$ cat config.mk
export PLATFORM = sky130hd
export DESIGN_NAME = avalon_wrr_arbiter
export DESIGN_NICKNAME = d
export VERILOG_FILES = /design/src/rtl/avalon_bm_pkg.sv /design/src/rtl/avalon_rr_picker.sv /design/src/rtl/avalon_wrr_arbiter.sv
export SDC_FILE = /design/constraint.sdc
export NUM_CORES = 1
export LEC_CHECK = 0
export BUFFER_PORTS_ARGS = -buffer_cell sky130_fd_sc_hd__buf_2
export CAP_MARGIN = 20
export CORE_ASPECT_RATIO = 0.9
export CORE_UTILIZATION = 55
export CTS_CLUSTER_DIAMETER = 120
export DETAILED_ROUTE_END_ITERATION = 10
export PLACE_DENSITY = 0.82
export SLEW_MARGIN = 20
export SYNTH_ARGS = -nofsm -noshare
export SYNTH_HDL_FRONTEND = slang
export SYNTH_SLANG_ARGS = --single-unit
$ cat constraint.sdc
create_clock -name clk -period 4 [get_ports clk]
set_clock_uncertainty 0.2 [all_clocks]
set_input_delay 0.8 -clock clk [delete_from_list [all_inputs] [get_ports clk]]
set_output_delay 0.8 -clock clk [all_outputs]
set_load 0.05 [all_outputs]
$ cat src/rtl/avalon_bm_pkg.sv
// ============================================================================
// Module      : avalon_bm_pkg
// Description : Shared defaults, arbiter state encoding and the one-hot to
//               index helper used by the Avalon bus-matrix arbiter.
// Revision    : 1.0 - initial release
// ============================================================================
`default_nettype none

package avalon_bm_pkg;

  localparam int NUM_MST_DEF = 5;
  localparam int SEL_W_DEF   = 3;

  localparam logic [0:0] ST_IDLE = 1'b0;
  localparam logic [0:0] ST_OWN  = 1'b1;

  // OR-reduction of set-bit positions; exact for one-hot or all-zero input.
  function automatic logic [7:0] onehot_to_idx(input logic [31:0] oh);
    logic [7:0] idx;
    idx = '0;
    for (int i = 0; i < 32; i++) begin
      if (oh[i]) idx = idx | 8'(i);
    end
    return idx;
  endfunction

endpackage

`default_nettype wire

$ cat src/rtl/avalon_rr_picker.sv
// ============================================================================
// Module      : avalon_rr_picker
// Description : Combinational first-set-bit search starting at a pointer,
//               wrapping modulo N; returns one-hot winner and valid flag.
// Revision    : 1.0 - initial release
// ============================================================================
`default_nettype none

module avalon_rr_picker
  import avalon_bm_pkg::*;
#(
  parameter int N  = NUM_MST_DEF,
  parameter int PW = SEL_W_DEF
) (
  input  logic [N-1:0]  i_req,
  input  logic [PW-1:0] i_ptr,
  output logic [N-1:0]  o_grant,
  output logic          o_valid
);

  logic [N-1:0] w_mask;
  logic [N-1:0] w_hi;
  logic [N-1:0] w_sel;

  always_comb begin
    w_mask = '0;
    for (int k = 0; k < N; k++) begin
      w_mask[k] = (k >= int'(i_ptr));
    end
  end

  // Requests at/after the pointer win; otherwise wrap to the lowest index.
  assign w_hi    = i_req & w_mask;
  assign w_sel   = (|w_hi) ? w_hi : i_req;
  assign o_grant = w_sel & (~w_sel + N'(1));
  assign o_valid = |i_req;

endmodule

`default_nettype wire

$ cat src/rtl/avalon_wrr_arbiter.sv
// ============================================================================
// Module      : avalon_wrr_arbiter
// Description : Weighted round-robin Avalon slave-port arbiter with a
//               per-turn transfer quantum. Optional starvation promotion is
//               built when macro AVALON_ARB_STARVE_EN is defined.
// Revision    : 1.0 - initial release
// ============================================================================
`default_nettype none

module avalon_wrr_arbiter
  import avalon_bm_pkg::*;
#(
  parameter int NUM_MST      = NUM_MST_DEF,
  parameter int SEL_W        = SEL_W_DEF,
  parameter int QUANTUM      = 4,
  parameter int STARVE_LIMIT = 64
) (
  input  logic               clk,
  input  logic               rst,
  input  logic [NUM_MST-1:0] req_i,
  input  logic               slave_waitreq_i,
  output logic [NUM_MST-1:0] grant_o,
  output logic [SEL_W-1:0]   port_sel_o,
  output logic               port_nosel_o,
  output logic [3:0]         xfer_cnt_o,
  output logic               starve_o
);

  if ((1 << SEL_W) < NUM_MST || NUM_MST > 32) begin : g_chk_sel
    $error("avalon_wrr_arbiter: SEL_W too small for NUM_MST");
  end
  if (QUANTUM < 1 || QUANTUM > 15) begin : g_chk_quantum
    $error("avalon_wrr_arbiter: QUANTUM out of range 1..15");
  end
  if (STARVE_LIMIT < 2 || STARVE_LIMIT > 255) begin : g_chk_starve
    $error("avalon_wrr_arbiter: STARVE_LIMIT out of range 2..255");
  end

  logic [0:0]         r_state;
  logic [NUM_MST-1:0] r_grant;
  logic [3:0]         r_cnt;
  logic [SEL_W-1:0]   r_ptr;
  logic               r_starve;

  logic [0:0]         w_state_n;
  logic [NUM_MST-1:0] w_grant_n;
  logic [3:0]         w_cnt_n;
  logic [SEL_W-1:0]   w_ptr_n;
  logic               w_starve_n;

  logic               w_owner_req;
  logic               w_accept;
  logic [NUM_MST-1:0] w_others;
  logic [3:0]         w_cnt_inc;
  logic               w_qhit;
  logic               w_release;
  logic [SEL_W-1:0]   w_owner_idx;
  logic [SEL_W-1:0]   w_ptr_after;

  logic [NUM_MST-1:0] w_pick_req;
  logic [SEL_W-1:0]   w_pick_ptr;
  logic [NUM_MST-1:0] w_pick_oh;
  logic               w_pick_valid;

  logic [NUM_MST-1:0] w_starved;
  logic [NUM_MST-1:0] w_starve_oh;
  logic               w_starve_any;
  logic [NUM_MST-1:0] w_cand;

  assign w_owner_req = |(req_i & r_grant);
  assign w_accept    = w_owner_req & ~slave_waitreq_i;
  assign w_others    = req_i & ~r_grant;
  assign w_cnt_inc   = r_cnt + 4'd1;
  assign w_owner_idx = SEL_W'(onehot_to_idx(32'(r_grant)));
  assign w_ptr_after = (w_owner_idx >= SEL_W'(NUM_MST - 1)) ? '0 : w_owner_idx + SEL_W'(1);

  // In IDLE search from the stored pointer; while owning, search the
  // non-owners from just past the owner so the handoff needs no bubble.
  assign w_pick_req = (r_state == ST_IDLE) ? req_i : w_others;
  assign w_pick_ptr = (r_state == ST_IDLE) ? r_ptr : w_ptr_after;

  avalon_rr_picker #(
    .N  (NUM_MST),
    .PW (SEL_W)
  ) u_picker (
    .i_req   (w_pick_req),
    .i_ptr   (w_pick_ptr),
    .o_grant (w_pick_oh),
    .o_valid (w_pick_valid)
  );

`ifdef AVALON_ARB_STARVE_EN
  logic [7:0] r_wait [NUM_MST];

  always_ff @(posedge clk) begin
    for (int i = 0; i < NUM_MST; i++) begin
      if (rst || !req_i[i] || r_grant[i]) begin
        r_wait[i] <= '0;
      end else if (r_wait[i] != 8'hFF) begin
        r_wait[i] <= r_wait[i] + 8'd1;
      end
    end
  end

  always_comb begin
    w_starved = '0;
    for (int i = 0; i < NUM_MST; i++) begin
      w_starved[i] = w_others[i] & (r_wait[i] >= 8'(STARVE_LIMIT));
    end
  end
`else
  assign w_starved = '0;
`endif

  assign w_starve_any = |w_starved;
  assign w_starve_oh  = w_starved & (~w_starved + NUM_MST'(1));
  assign w_cand       = w_starve_any ? w_starve_oh : w_pick_oh;

  // A pending starvation cuts the owner's turn at its next accepted transfer.
  assign w_qhit    = (w_cnt_inc >= 4'(QUANTUM)) | w_starve_any;
  assign w_release = ~w_owner_req | (w_accept & w_qhit & (|w_others));

  always_comb begin
    w_state_n  = r_state;
    w_grant_n  = r_grant;
    w_cnt_n    = r_cnt;
    w_ptr_n    = r_ptr;
    w_starve_n = 1'b0;
    case (r_state)
      ST_IDLE: begin
        if (w_pick_valid) begin
          w_state_n  = ST_OWN;
          w_grant_n  = w_cand;
          w_cnt_n    = '0;
          w_starve_n = w_starve_any;
        end
      end
      default: begin
        if (w_release) begin
          w_ptr_n = w_ptr_after;
          w_cnt_n = '0;
          if (w_pick_valid) begin
            w_grant_n  = w_cand;
            w_starve_n = w_starve_any;
          end else begin
            w_state_n = ST_IDLE;
            w_grant_n = '0;
          end
        end else if (w_accept) begin
          w_cnt_n = w_qhit ? 4'd0 : w_cnt_inc;
        end
      end
    endcase
  end

  always_ff @(posedge clk) begin
    if (rst) begin
      r_state  <= ST_IDLE;
      r_grant  <= '0;
      r_cnt    <= '0;
      r_ptr    <= '0;
      r_starve <= 1'b0;
    end else begin
      r_state  <= w_state_n;
      r_grant  <= w_grant_n;
      r_cnt    <= w_cnt_n;
      r_ptr    <= w_ptr_n;
      r_starve <= w_starve_n;
    end
  end

  assign grant_o      = r_grant;
  assign port_sel_o   = w_owner_idx;
  assign port_nosel_o = ~|r_grant;
  assign xfer_cnt_o   = r_cnt;
  assign starve_o     = r_starve;

endmodule

`default_nettype wire

# [Yosys cells after proc, flatten, opt, wreduce, memory -nomap -nowiden]
# Index checks and enable logic that the tools add are counted.
[totals] reg_bits=13 inputBits=8 out_inout_bits=14 word_cells=58
[classes] addsub=3 magnitude_cmp=7 n_eq_ne=2 muxes=20 bitwise=12 reduce_logical=10
[op_table] operator="5-bit 2-to-1 mux" n=6
[op_table] operator="5-bit OR reduction" n=5
[op_table] operator="5-bit bitwise AND" n=4
[op_table] operator="4-bit 2-to-1 mux" n=5
[op_table] operator="5-bit inverter" n=2
[op_table] operator="3-bit 2-to-1 mux" n=3
[op_table] operator="1-bit by 3-bit greater-or-equal comparator with 1-bit output (first input constant)" n=2
[op_table] operator="2-bit by 3-bit greater-or-equal comparator with 1-bit output (first input constant)" n=2
[op_table] operator="2-bit AND reduction" n=3
[op_table] operator="5-bit by 1-bit adder with 5-bit output (second input constant)" n=1
[op_table] operator="4-bit by 1-bit adder with 4-bit output (second input constant)" n=1
[op_table] operator="4-bit by 3-bit greater-or-equal comparator with 1-bit output (second input constant)" n=1
[op_table] operator="1-bit 2-to-1 mux" n=4
[op_table] operator="2-bit 2-to-1 mux" n=2
[op_table] operator="3-bit by 1-bit adder with 3-bit output (second input constant)" n=1
[op_table] operator="1-bit bitwise AND" n=3
[op_table] operator="3-bit greater-or-equal comparator (first input constant)" n=1
[op_table] operator="3-bit greater-or-equal comparator (second input constant)" n=1
[op_table] operator="3-bit by 1-bit inequality test with 1-bit output (second input constant)" n=1
[op_table] operator="2-bit by 1-bit inequality test with 1-bit output (second input constant)" n=1
[op_table] operator="1-bit inverter" n=2
[op_table] operator="2-bit nonzero test" n=1
[op_table] operator="1-bit zero test" n=1
[op_table] operator="1-bit OR" n=1

# [Depth between registers and ports, before layout]
[logic_depth] word_depth=17 ltp_mapped=10

# [Hierarchy]
# From an unflattened synthesis, not the netlist that was laid out.
[unflattened] hier_cells=129 area_unflattened_um2=1023.5
[by_module_without_submodules] module="avalon_wrr_arbiter" instances=1 cells_per_inst=99 area_each_um2=843.3 seq_area_each_um2=260.2
[by_module_without_submodules] module="avalon_rr_picker" instances=1 cells_per_inst=30 area_each_um2=180.2 seq_area_each_um2=0.0

# [Worst setup path before layout]
# OpenSTA, ideal clock, no wires.
[synth_timing] path_type="reg2out" start="register r_grant[4], in the netlist grant_o[4]" end="output port_nosel_o" arrival_ns=2.154 setup_slack_ns=0.846 path_stages_with_launch=4 path_buffers=1 path_cell_list="dfxtp_1 > buf_2 > or3_1 > nor3_1"
[synth_via] elab_chain_cells=2
[synth_lines] element="start, declared" line_no="avalon_wrr_arbiter.sv:40" text="logic [NUM_MST-1:0] r_grant;"
[synth_lines] element="start signal, assigned" line_no="avalon_wrr_arbiter.sv:165" text="r_grant <= w_grant_n;"
[synth_lines] element="5-bit OR reduction" line_no="avalon_wrr_arbiter.sv:174" text="assign port_nosel_o = ~|r_grant;"
[synth_lines] element="1-bit zero test" line_no="avalon_wrr_arbiter.sv:174"
[synth_lines] element="end, declared" line_no="avalon_wrr_arbiter.sv:24" text="output logic port_nosel_o,"
# Every way passes these cells.

# [Final worst setup path]
[layout_timing] start="register r_grant[1], in the netlist grant_o[1]" end="register r_grant[3], in the netlist grant_o[3]"
[layout_via] elab_chain_cells=17
[layout_lines] element="1-bit 2-to-1 mux" line_no="avalon_bm_pkg.sv:22" text="if (oh[i]) idx = idx | 8'(i);"
[layout_lines] element="2-bit 2-to-1 mux (2 in series)" line_no="avalon_bm_pkg.sv:22"
[layout_lines] element="3-bit 2-to-1 mux" line_no="avalon_bm_pkg.sv:22"
[layout_lines] element="3-bit by 1-bit adder with 3-bit output / 3-bit greater-or-equal comparator (equally long branches)" line_no="avalon_wrr_arbiter.sv:75" text="assign w_ptr_after = (w_owner_idx >= SEL_W'(NUM_MST - 1)) ? '0 : w_owner_idx + SEL_W'(1);"
[layout_lines] element="3-bit 2-to-1 mux" line_no="avalon_wrr_arbiter.sv:75"
[layout_lines] element="3-bit 2-to-1 mux" line_no="avalon_wrr_arbiter.sv:80" text="assign w_pick_ptr = (r_state == ST_IDLE) ? r_ptr : w_ptr_after;"
[layout_lines] element="1-bit by 3-bit greater-or-equal comparator with 1-bit output, or another cell as far along" line_no="avalon_rr_picker.sv:28" text="w_mask[k] = (k >= int'(i_ptr));"
[layout_lines] element="5-bit bitwise AND" line_no="avalon_rr_picker.sv:33" text="assign w_hi = i_req & w_mask;"
[layout_lines] element="5-bit OR reduction" line_no="avalon_rr_picker.sv:34" text="assign w_sel = (|w_hi) ? w_hi : i_req;"
[layout_lines] element="5-bit 2-to-1 mux" line_no="avalon_rr_picker.sv:34"
[layout_lines] element="5-bit inverter" line_no="avalon_rr_picker.sv:35" text="assign o_grant = w_sel & (~w_sel + N'(1));"
[layout_lines] element="5-bit by 1-bit adder with 5-bit output" line_no="avalon_rr_picker.sv:35"
[layout_lines] element="5-bit bitwise AND" line_no="avalon_rr_picker.sv:35"
[layout_lines] element="5-bit 2-to-1 mux" line_no="avalon_wrr_arbiter.sv:142" text="if (w_pick_valid) begin"
[layout_lines] element="5-bit 2-to-1 mux" line_no="avalon_wrr_arbiter.sv:139" text="if (w_release) begin"
[layout_lines] element="5-bit 2-to-1 mux" line_no="avalon_wrr_arbiter.sv:129" text="case (r_state)"
# Parallel ways exist; a longest one is shown, timed or not. The select of a mux whose other input is x is not followed.
# A chain may end at the register's enable or synchronous reset.

==> impl_metrics.csv <==
group,metric,value,unit
run,max_cap_viol_count,0,
worst_setup_path,required,4030,ps
drt,post_drt_wl_per_cell,15.3,um
worst_setup_path,end_kind,"flop",
sta,setup_violations,0,
worst_hold_path,hold_class,"flop to flop",
synth,ys_seq_elements,13,
global_routing,grtUsageTotal,28.1,%
worst_setup_path,worstPathCellList,"or2_4 -> inv_1 -> ha_1 -> o21ba_2 -> o22ai_1 -> a311oi_2 -> o32ai_2 -> nor4b_4 -> a32o_2",
worst_setup_path,reg2reg_setup_slack,1290,ps
global_routing,grt_pass1_wl,4530,um
sta,finalHoldViolations,0,
drt,initialDrtViolationCount,73,
worst_setup_path,startpoint,"grant_o[1]$_SDFFE_PP0P_",
place,io_buffers,20,
clocking,cts_hold_buf,0,
sta,slew_viol_final,0,
clocking,clock_sinks,13,
synth,synth_top_cell_by_area,"dfxtp_1",
worst_setup_path,slowest_stage,"dfxtp_1",
floorplanning,ios,22,
worst_setup_path,arrival,2740,ps
clocking,cts_buffers,3,
worst_setup_path,critPathLaunchType,"flop",
synth,syn_inst,132,
clocking,clk_path_buf_depth,2,
sta,clock.fmax,0.369,GHz
pwr,power.density,452,nW/um^2
synth,synth_nets,143,
synth,ys.flop_type,"dfxtp_1",
global_routing,gr-total-overflow,0,
global_routing,antenna_found_initial,0,
synth,async_flop_share,0,%
drt,routed_wl,2660,um
global_routing,met3_usage,2.11,%
place,dp_hpwl,2060,um
global_routing,met1_usage,38.3,%
clocking,cts_tree,"done",
sta,worst_pin_slew,669,ps
layout,num_antenna_cells,0,
worst_setup_path,r2r-end,"grant_o[3]$_SDFFE_PP0P_",
drt,drtAntennaViolNets,0,
floorplanning,core_area,1750,sq um
floorplanning,start_util,61.3,%
layout,instances_no_fill,174,
synth,synthesis.area,1070,sq um
sta,finalSetupTns,0,ps
clocking,cts_resized,0,
worst_setup_path,cp.depth,9,
worst_setup_path,cp_num_buf_inv,1,
drt,viasPerCell,6.17,
synth,ys_seq_area_share,24.2,%
synth,ys_warn_count,0,
worst_setup_path,regToRegStartpoint,"grant_o[1]$_SDFFE_PP0P_",
global_routing,grt-busiest-layer,"met2",
drt,drc,0,
global_routing,first_global_vias,1030,
worst_setup_path,crit_end,"grant_o[3]$_SDFFE_PP0P_",
global_routing,grt_use_met2,45.6,%
floorplanning,die_x,48.6,um
clocking,clk_latency,280,ps
floorplanning,die_y,43.9,um
worst_setup_path,slowest_delay,520,ps
floorplanning,rows,14,
pwr,vdd_drop_max,0.282,mV
sta,rsz0062_at_grt,"no",
drt,first_pass_iters,4,
drt,vias,1074,
worst_setup_path,cp_max_fo,9,
worst_setup_path,critical_path_class,"flop to flop",
sta,min_period,2710,ps
layout,finalNetCount,162,
synth,avgSynthCellArea,8.13,sq um
synth,synth_top_area_share,24.2,%
global_routing,grt_max_degree,18,
place,gp_congestion,0.888,
run_status,status,"complete, no violations",
synth,synth_area_leaders,"dfxtp_1 24%, nor2_1 5.9%, a21oi_1 4.7%",
pwr,p_leak,0.534,nW
clocking,cts_max_level,1,
clocking,cts_setup_buffers,0,
floorplanning,die-area,2130,sq um
layout,drive_gt1_share,24.0,%
sta,relSlewSlack,55.3,%
worst_setup_path,worstRegToRegCells,9,
layout,syn2layout_area_growth,10.8,%
clocking,clockRootBuffer,"clkbuf_4",
place,placed_cells,170,
synth,synth_edf_count,0,
clocking,clkTransAtPathRegs,80,ps
worst_setup_path,path_delay_family,"compound AO/OA/AOI/OAI gates",
synth,synth_cell_types,50,
sta,period_share,67.7,%
==> per-layer routing <==
metal / vias to the layer above / routed length, um
met4: 0 / 37
met3: 5 / 260
met2: 59 / 1150
met5: - / 0
li1: 522 / -
met1: 488 / 1210
==> layout make-up <==
cell class	instances	area [sq um]
clock buffer	4	26.3
fill	157	562
inverter	10	37.5
multi-input combinational	103	736
sequential	13	260
tap	24	30.0
timing repair buffer	20	100
==> placed cells by master, fill, tap and decap left out, drive strengths merged, types with 2 or more instances in the layout <==
cell,n
ha,3
inv,10
mux2i,3
o221ai,3
or2,2
o22ai,4
a311oi,2
nand2b,3
buf,20
nor3,2
o21ai,4
a21o,2
nor2,17
or3,2
nand3b,2
a22oi,4
nand2,12
clkbuf,4
a21boi,2
a21oi,10
nor2b,2
dfxtp,13
nor3b,3
a32o,3
==> stage by stage <==
| stage | area (sq um) | power (mW) | hold slack (ps) | util [%] | worst slack (ps) |
|---|---|---|---|---|---|
| after detailed placement | 1160 | 0.455 | 281 | 66.4 | 1330 |
| final | 1190 | 0.537 | 292 | 67.9 | 1290 |
| after global placement | 1160 | 0.448 | 275 | 66.4 | 1410 |
| after CTS | 1190 | 0.537 | 292 | 67.9 | 1310 |
| after global routing | 1190 | 0.568 | 325 | 67.9 | 1140 |
| after floorplan | 1070 | 0.399 | 258 | - | 846 |
==> state kept, by name, indices dropped and copies added, names as in the netlist <==
signal / flops
grant_o: 5
xfer_cnt_o: 4
r_ptr: 3
r_state: 1
==> worst min-delay path: stages (launching register included) <==
cell,delay (ps)
dfxtp_1,340
nand2_1,60
a21oi_1,50
==> how the worst min path moves through the flow <==
stage / cells past startpoint / endpoint / start
floorplan: 2 / r_ptr[2]$_SDFFE_PP0P_ / r_ptr[2]$_SDFFE_PP0P_
global placement: 2 / r_ptr[2]$_SDFFE_PP0P_ / r_ptr[2]$_SDFFE_PP0P_
detailed placement: 2 / r_ptr[2]$_SDFFE_PP0P_ / r_ptr[2]$_SDFFE_PP0P_
CTS: 2 / r_ptr[2]$_SDFFE_PP0P_ / r_ptr[2]$_SDFFE_PP0P_
global route: 1 / xfer_cnt_o[2]$_SDFFE_PP0P_ / xfer_cnt_o[2]$_SDFFE_PP0P_
finish: 2 / r_ptr[2]$_SDFFE_PP0P_ / r_ptr[2]$_SDFFE_PP0P_
==> cell usage after synthesis (2+ instances only) <==
| cell | instances |
|---|---|
| a21o_1 | 2 |
| a21oi_1 | 10 |
| a22oi_1 | 4 |
| a311oi_2 | 2 |
| a32o_1 | 2 |
| buf_2 | 2 |
| buf_4 | 2 |
| dfxtp_1 | 13 |
| ha_1 | 3 |
| inv_1 | 10 |
| mux2i_1 | 3 |
| nand2_1 | 12 |
| nand2b_1 | 2 |
| nand3b_1 | 2 |
| nor2_1 | 17 |
| nor2b_1 | 2 |
| nor3_1 | 2 |
| nor3b_1 | 3 |
| o21ai_0 | 3 |
| o221ai_1 | 3 |
| o22ai_1 | 3 |
| or3_1 | 2 |
==> power by group <==
part	switching [mW]	internal, mW
Clock	0.0434	0.0387
Sequential	0.0289	0.143
Combinational	0.186	0.0976
Total	0.258	0.279
==> cell families after synthesis <==
family	synth area share (%)
other	0.349
multiplexers	2.80
AO/OA/AOI/OAI	35.1
adder cells (fa/ha/maj)	3.50
AND/OR/NAND/NOR	26.8
buffers and inverters	7.23
flip-flops	24.2
Note: power is estimated with default switching activity, not from simulation.
